<file path="src/rtl/qam_pkg.sv">
// qam_pkg: shared constants, carrier tables and symbol-sign helper for the QPSK modulator
package qam_pkg;
    localparam int SAMPLE_W           = 8;
    localparam int SAMPLES_PER_PERIOD = 16;
    localparam int AMPL               = 89;

    // round(AMPL * cos/sin(2*pi*k/16)), k = 0..15
    localparam logic signed [7:0] COS_LUT [SAMPLES_PER_PERIOD] = '{
        8'sd89, 8'sd82, 8'sd63, 8'sd34, 8'sd0, -8'sd34, -8'sd63, -8'sd82,
        -8'sd89, -8'sd82, -8'sd63, -8'sd34, 8'sd0, 8'sd34, 8'sd63, 8'sd82
    };
    localparam logic signed [7:0] SIN_LUT [SAMPLES_PER_PERIOD] = '{
        8'sd0, 8'sd34, 8'sd63, 8'sd82, 8'sd89, 8'sd82, 8'sd63, 8'sd34,
        8'sd0, -8'sd34, -8'sd63, -8'sd82, -8'sd89, -8'sd82, -8'sd63, -8'sd34
    };

    // Symbol bit 0 means +1, 1 means -1; result is widened to 9 bits so the mixer sum cannot wrap.
    function automatic logic signed [8:0] sign_apply(input logic neg, input logic signed [7:0] v);
        logic signed [8:0] w;
        w = {v[7], v};
        return neg ? -w : w;
    endfunction
endpackage

</file>
<file path="src/rtl/carrier_lut.sv">
// carrier_lut: combinational phase -> (cos, sin) carrier lookup
//   phase_i : 4-bit carrier phase index
//   cos_o   : signed 8-bit cosine sample
//   sin_o   : signed 8-bit sine sample
module carrier_lut
    import qam_pkg::*;
(
    input  logic [3:0]        phase_i,
    output logic signed [7:0] cos_o,
    output logic signed [7:0] sin_o
);
    assign cos_o = COS_LUT[phase_i];
    assign sin_o = SIN_LUT[phase_i];
endmodule

</file>
<file path="src/rtl/qam4_serial_modulator.sv">
// qam4_serial_modulator: 4-QAM baseband modulator, one 8-bit sample per 8-clock frame, shifted out LSB first
//   clk                   : clock, rising edge
//   rst                   : asynchronous active-low reset
//   data_in               : symbol, bit 1 = I sign, bit 0 = Q sign (0 -> +1, 1 -> -1)
//   data_bit_out          : serial sample bit, LSB first
//   data_out_complete_bit : high during bit 7 of every frame
module qam4_serial_modulator
    import qam_pkg::*;
(
    input  logic       clk,
    input  logic       rst,
    input  logic [1:0] data_in,
    output logic       data_bit_out,
    output logic       data_out_complete_bit
);
    logic [2:0]        bit_cnt_q, bit_cnt_d;
    logic [3:0]        phase_q, phase_d;
    logic [7:0]        shreg_q, shreg_d;
    logic              bit_q, bit_d;
    logic              done_q, done_d;
    logic signed [7:0] cos_v, sin_v;
    logic signed [8:0] mix;
    logic              frame_start;

    carrier_lut u_lut (
        .phase_i (phase_q),
        .cos_o   (cos_v),
        .sin_o   (sin_v)
    );

    // |mix| <= 126, so dropping the 9th bit is lossless
    assign mix         = sign_apply(data_in[1], cos_v) + sign_apply(data_in[0], sin_v);
    assign frame_start = bit_cnt_q == 3'd0;

    always_comb begin
        shreg_d   = frame_start ? mix[7:0] : shreg_q;
        bit_d     = frame_start ? mix[0] : shreg_q[bit_cnt_q];
        done_d    = bit_cnt_q == 3'd7;
        bit_cnt_d = bit_cnt_q + 3'd1;
        phase_d   = done_d ? phase_q + 4'd1 : phase_q;
    end

    always_ff @(posedge clk or negedge rst) begin
        if (!rst) begin
            bit_cnt_q <= '0;
            phase_q   <= '0;
            shreg_q   <= '0;
            bit_q     <= 1'b0;
            done_q    <= 1'b0;
        end else begin
            bit_cnt_q <= bit_cnt_d;
            phase_q   <= phase_d;
            shreg_q   <= shreg_d;
            bit_q     <= bit_d;
            done_q    <= done_d;
        end
    end

    assign data_bit_out          = bit_q;
    assign data_out_complete_bit = done_q;
endmodule

</file>
<file path="config.mk">
export PLATFORM = sky130hd
export DESIGN_NAME = qam4_serial_modulator
export DESIGN_NICKNAME = d
export VERILOG_FILES = /design/src/rtl/qam_pkg.sv /design/src/rtl/carrier_lut.sv /design/src/rtl/qam4_serial_modulator.sv
export SDC_FILE = /design/constraint.sdc
export NUM_CORES = 1
export LEC_CHECK = 0
export BUFFER_PORTS_ARGS = -buffer_cell sky130_fd_sc_hd__buf_4
export CORE_MARGIN = 5
export CORE_UTILIZATION = 40
export DETAILED_ROUTE_END_ITERATION = 8
export GPL_TIMING_DRIVEN = 1
export PLACE_DENSITY = 0.59
export SLEW_MARGIN = 20
export SYNTH_ARGS = -nofsm -noshare
export SYNTH_HDL_FRONTEND = slang
export SYNTH_SLANG_ARGS = --single-unit
</file>
<file path="constraint.sdc">
create_clock -name clk -period 6.3 [get_ports clk]
set_input_delay 0.315 -clock clk [delete_from_list [all_inputs] [get_ports clk]]
set_output_delay 0.315 -clock clk [all_outputs]
set_load 0.02 [all_outputs]
</file>
==> results of run 1 <==
cell usage in the layout, fill, tap and decap left out, drive strengths merged:
cell type and n:
inv 10, nor2b 5, o21a 1, buf 5
mux2 4, xor2 7, nor3b 1, o41ai 2
nand4 2, a31oi 1, mux4 3, nand3 3
o22a 1, nor3 1, or2 4, nand4b 1
fa 1, a21o 5, or3 1, clkbuf 4
ha 18, a21oi 8, nand2b 3, dlygate4sd3 1
xnor2 16, nand2 19, mux2i 6, o31ai 4
o221ai 1, or2b 1, nor2 8, dfrtp 17
o21ai 13, a31o 1, o211ai 3, a211oi 1
state kept, by name (all words and copies together) (netlist names):
register and count:
data_bit_out 1, data_out_complete_bit 1, shreg_q 8, bit_cnt_q 3, phase_q 4
metal layers:
metal / vias to the layer above / wire [um]
met5: - / 0
met4: 0 / 48
met3: 4 / 50
met2: 15 / 1400
met1: 563 / 1600
li1: 628 / -
metrics by stage:
step	cells	utilization, %	setup slack [ns]	total power, mW	area (um2)
5_1_grt	232	44.3	2.00	0.265	1760
6_report	232	44.3	2.36	0.248	1760
4_1_cts	232	44.3	2.37	0.251	1760
3_3_place_gp	227	42.9	2.51	0.171	1700
2_1_floorplan	179	-	2.61	0.159	1630
3_5_place_dp	227	42.9	2.37	0.173	1700
worst max-delay path: cells and delay by family, from the launching register on:
family,cells,cell delay (ns)
compound gates,7,1.16
xor+xnor,1,0.16
fa+ha+maj,3,1.08
buf+inv,1,0.18
flops,1,0.62
simple gates,4,0.59
cell type report:
class	instances	area, um2	area share (%)
clock buffers	4	45.0	2.56
inverters	10	37.5	2.14
multi-input cells	145	1140	64.8
flip-flops and latches	17	425	24.2
well taps	50	62.6	3.56
repair buffers	6	47.5	2.70
kinds of logic after synthesis:
group	count (synthesis)	synth area share (%)
compound gates	41	17.1
xor+xnor	23	12.3
fa+ha+maj	19	15.0
buf+inv	17	4.21
flops	17	26.0
mux	13	10.6
simple gates	49	14.8
where the power goes:
| group | switching (mW) | total, mW | internal, mW |
|---|---|---|---|
| logic | 0.0238 | 0.0479 | 0.0240 |
| clock network | 0.0328 | 0.0775 | 0.0447 |
| registers | 0.00464 | 0.123 | 0.118 |
| total | 0.0613 | 0.248 | 0.187 |
worst paths after layout:
path	start	endpoint	slack [ns]	depth (start not counted)
setup / recovery	phase_q[0]$_DFFE_PN0P_	shreg_q[6]$_DFFE_PN0P_	2.36	16
min in group clk	shreg_q[7]$_DFFE_PN0P_	shreg_q[7]$_DFFE_PN0P_	0.48	2
setup reg to reg	phase_q[0]$_DFFE_PN0P_	shreg_q[6]$_DFFE_PN0P_	2.36	16
hold / removal	rst	data_out_complete_bit$_DFF_PN0_	0.47	2
hold reg to reg	shreg_q[7]$_DFFE_PN0P_	shreg_q[7]$_DFFE_PN0P_	0.48	2
max in group asynchronous	rst	shreg_q[6]$_DFFE_PN0P_	5.64	2
what timing repair did:
item / CTS / global route
hold endpoints to repair: 17 / 0
hold buffers: 1 / 0
setup endpoints to repair: 0 / 0
setup buffers: 0 / 0
==> summary.txt, run 1 <==
min Tclk post-route - 3.94 ns
detailed placer's ending HPWL - 2.47 mm
I/O pins - 6
Seq/Total Area, Yosys - 26.0%
Row Count - 23
Fin. Hold Viols - 0
Worst-Skew Late Latency - 0.24 ns
first-pass GRT wire length - 5.72 mm
Post-Route WL - 3.10 mm
Leak - 0.783 nW
max_cap viols - 0
RSZ-0062 raised after global routing - false
grt met1 use - 17.9%
Die H - 73.9 um
Netlist cell types - 40
drt initial violations - 30
ratio of cells with drive above 1 in the final layout - 12.1%
Final ANT Viol Nets - 0
Final setup viols - 0
slew at the pin with the worst max-slew slack - 1.01 ns
Starting Density - 41.1%
arrival time worst endpoint - 4.05 ns
Antenna diodes - 0
endpoint class of the critical path - register
Hold Path Class - in2async
Placeable Area - 3970 um2
synthesized flop and latch total - 17
status - finished clean
number of global-route vias before repair - 1278
grt total ovfl - 0
Clock transition at path regs - 0.06 ns
Clock Path Buffers - 2
Yosys top cell area share - 26.0%
met3 global-route usage - 1.09%
Clock Skew - 0.000481 ns
Max Slew Vio Count - 0
Post-Syn Nets - 202
number of synthesized flops with an enable pin - 0
VDD IR max - 0.0639 mV
Slew Limit Headroom - 32.7%
post-synthesis cell area - 1630 um2
WP data required - 6.41 ns
WS Path Type - reg2reg
Startpoint Class - register
most frequent cell after synthesis - nand2_1
Pre-Repair DR Iteration Count - 4
largest net degree at the start of global routing - 32
CTS-repair resized insts - 0
Clock Sinks - 17
Yosys warnings - 0
Top Usage Layer GRT - met2
H-tree Lvls - 1
synth cell count leaders - nand2_1, ha_1, dfrtp_1
# DRC - 0
CP peak stage delay - 0.62 ns
chip width - 73.9 um
die area - 5460 um2
GPL Wtd Cong - 0.845
Final nets - 206
post-synthesis async set-or-reset flop share - 100%
met2 GRT Util - 21.6%
worst-path maximum fanout - 14
Most common cell on crit path - a21o_1
Fillers - 401
Crit-path slowest cell - dfrtp_1
DR WL/cell - 13.4 um
f_max - 0.254 GHz
CTS buffer count - 3
root buf cell - clkbuf_8
dominant synthesized flop cell - dfrtp_1
port bufs - 5
power per cell area - 141 nW/um2
gr usage total - 13.1%
initial antenna violation count - 0
Post-Syn Area per Cell - 9.13 um2
routed via count - 1210
CTS tree - yes
Mapped Cells - 179
Fin Hold WS - 0.471 ns
Cell Chain, Critical Path - inv_1 -> ha_1 -> or3_1 -> nand2_1 -> nor2_1 -> a21oi_1 -> ha_1 -> nand2_1 -> o21ai_0 -> fa_1 -> a21o_1 -> a21o_1 -> a21o_1 -> a21oi_1 -> xor2_1 -> o21ai_0
Tcrit/Tclk final - 62.5%
area leader, netlist - dfrtp_1
area delta synth->final - 7.58%
setup TNS - 0 ns
main area contributors after synthesis - dfrtp_1, ha_1, xnor2_1, nand2_1, mux4_2
Vias/cell - 5.22
Power figures use the tool's default switching activity.
==> run 2, diff against run 1 <==
clock period = 3.95 ns   (was 6.3 ns; I/O delays follow)
==> run 2 against run 1 <==
Against the previous run:
- die area did not move
- first-iteration DRC count rose by 17%
- global-route usage rose by 0.35 points
- maximum frequency rose by 6.8%
==> summary.txt, run 2 (synthesis results as in run 1) <==
Tcrit/Tclk final - 93.3%
Starting Density - 41.1%
chip width - 73.9 um
port bufs - 5
Final nets - 209
# DRC - 0
worst-path maximum fanout - 10
detailed placer's ending HPWL - 2.65 mm
Fin. Hold Viols - 0
most common cell after layout, fill and taps aside - nand2_1
drt initial violations - 35
min Tclk post-route - 3.69 ns
H-tree Lvls - 1
Pwr Total - 0.395 mW
I/O pins - 6
most frequent cells in the layout - nand2_1, ha_1, dfrtp_1
Leak - 0.798 nW
setup TNS - 0 ns
Clock Sinks - 17
WP data required - 4.05 ns
Hold Path Class - in2async
Cell Chain, Critical Path - inv_1 -> ha_1 -> or3_1 -> nand2_1 -> nor2_1 -> a21oi_1 -> ha_1 -> nand2_1 -> o21ai_0 -> fa_1 -> a21o_1 -> a21o_1 -> a21o_1 -> a21oi_1 -> xor2_1 -> o21ai_0
CTS buffer count - 3
Pre-Repair DR Iteration Count - 4
Post-Route WL - 3.28 mm
arrival time worst endpoint - 3.79 ns
Clock Skew - 0.00535 ns
f_max - 0.271 GHz
Post-CTS Setup Inserts - 0
CTS tree - yes
Die H - 73.9 um
slew at the pin with the worst max-slew slack - 0.589 ns
max FFs per register - 8
gr usage total - 13.4%
Startpoint Class - register
number of global-route vias before repair - 1279
Row Count - 23
CP peak stage delay - 0.53 ns
Crit-path slowest cell - dfrtp_1
RSZ-0062 raised after global routing - false
initial antenna violation count - 0
DR WL/cell - 13.9 um
GPL Wtd Cong - 0.811
area delta synth->final - 8.96%
CTS-repair resized insts - 0
largest net degree at the start of global routing - 18
first-pass GRT wire length - 5.77 mm
Placeable Area - 3970 um2
Most common cell on crit path - a21o_1
Final setup viols - 0
FF-to-FF Start - phase_q[1]$_DFFE_PN0P_
endpoint class of the critical path - register
max_cap viols - 0
root buf cell - clkbuf_8
VDD IR max - 0.0901 mV
Worst-Skew Late Latency - 0.24 ns
ratio of cells with drive above 1 in the final layout - 13.5%
die area - 5460 um2
power per cell area - 222 nW/um2
WS Path Type - reg2reg
routed via count - 1245
grt total ovfl - 0
Final ANT Viol Nets - 0
largest register by flop count - shreg_q
Slew Limit Headroom - 60.4%
Antenna diodes - 0
status - finished clean
Max Slew Vio Count - 0
Clock transition at path regs - 0.06 ns
crit path from - phase_q[1]$_DFFE_PN0P_
Clock Path Buffers - 2
Largest regs - shreg_q (8), phase_q (4), bit_cnt_q (3)
Vias/cell - 5.30
run 2: changes by cell type in the layout (fill, tap and decap cells not counted):
| cell | previous run | this run |
|---|---|---|
| buf_4 | 5 | 8 |
run 2: what timing repair did:
action / in CTS / in global routing
endpoints found under the hold margin: 17 / 0
hold buffers: 1 / 0
endpoints found under the setup margin: 0 / 0
run 2: stage by stage:
step | std cells | utilization [%] | worst slack (ns) | hold WS, ns | cell area (um2)
CTS | 235 | 44.8 | 0.256 | 0.355 | 1780
finish | 235 | 44.8 | 0.264 | 0.351 | 1780
floorplan | 179 | - | 0.261 | -0.0981 | 1630
detailed placement | 230 | 43.4 | 0.300 | 0.0728 | 1730
global placement | 230 | 43.4 | 0.422 | 0.0692 | 1730
global route | 235 | 44.8 | 0.00558 | 0.382 | 1780
run 2: critical path: cells and delay by family (launching register included):
kind,cells,cell delay [ns]
buf+inv,1,0.13
flops,1,0.53
simple gates,4,0.53
compound gates,7,1.15
xor+xnor,1,0.16
fa+ha+maj,3,1.03
run 2: final timing paths:
check	depth (start not counted)	end	slack [ns]
worst max-delay path	16	shreg_q[6]$_DFFE_PN0P_	0.26
worst min-delay path	2	phase_q[2]$_DFFE_PN0P_	0.35
worst max register to register	16	shreg_q[6]$_DFFE_PN0P_	0.26
worst min register to register	2	shreg_q[4]$_DFFE_PN0P_	0.48
max in group asynchronous	2	shreg_q[1]$_DFFE_PN0P_	3.41
min in group clk	2	shreg_q[4]$_DFFE_PN0P_	0.48
run 2: final cells by class:
type | count | area [um2]
Timing Repair Buffer | 9 | 70.1
Clock buffer | 4 | 45.0
Sequential cell | 17 | 425
Inverter | 10 | 37.5
Tap cell | 50 | 62.6
Fill cell | 385 | 2190
Multi-Input combinational cell | 145 | 1140
run 2: metal layers:
metal	vias to the layer above	GRT usage (%)	wire, um
met2	26	22.3	1530
met1	574	18.2	1620
met3	2	1.09	102
met5	-	0	0
li1	643	-	-
met4	0	4.83	23
run 2: report_power, final:
| group | switching [mW] | total, mW | internal, mW | leakage [nW] |
|---|---|---|---|---|
| Sequential | 0.00737 | 0.196 | 0.188 | 0.207 |
| Combinational | 0.0377 | 0.0762 | 0.0385 | 0.569 |
| Clock | 0.0519 | 0.123 | 0.0713 | 0.0228 |
| Total | 0.0969 | 0.395 | 0.298 | 0.798 |
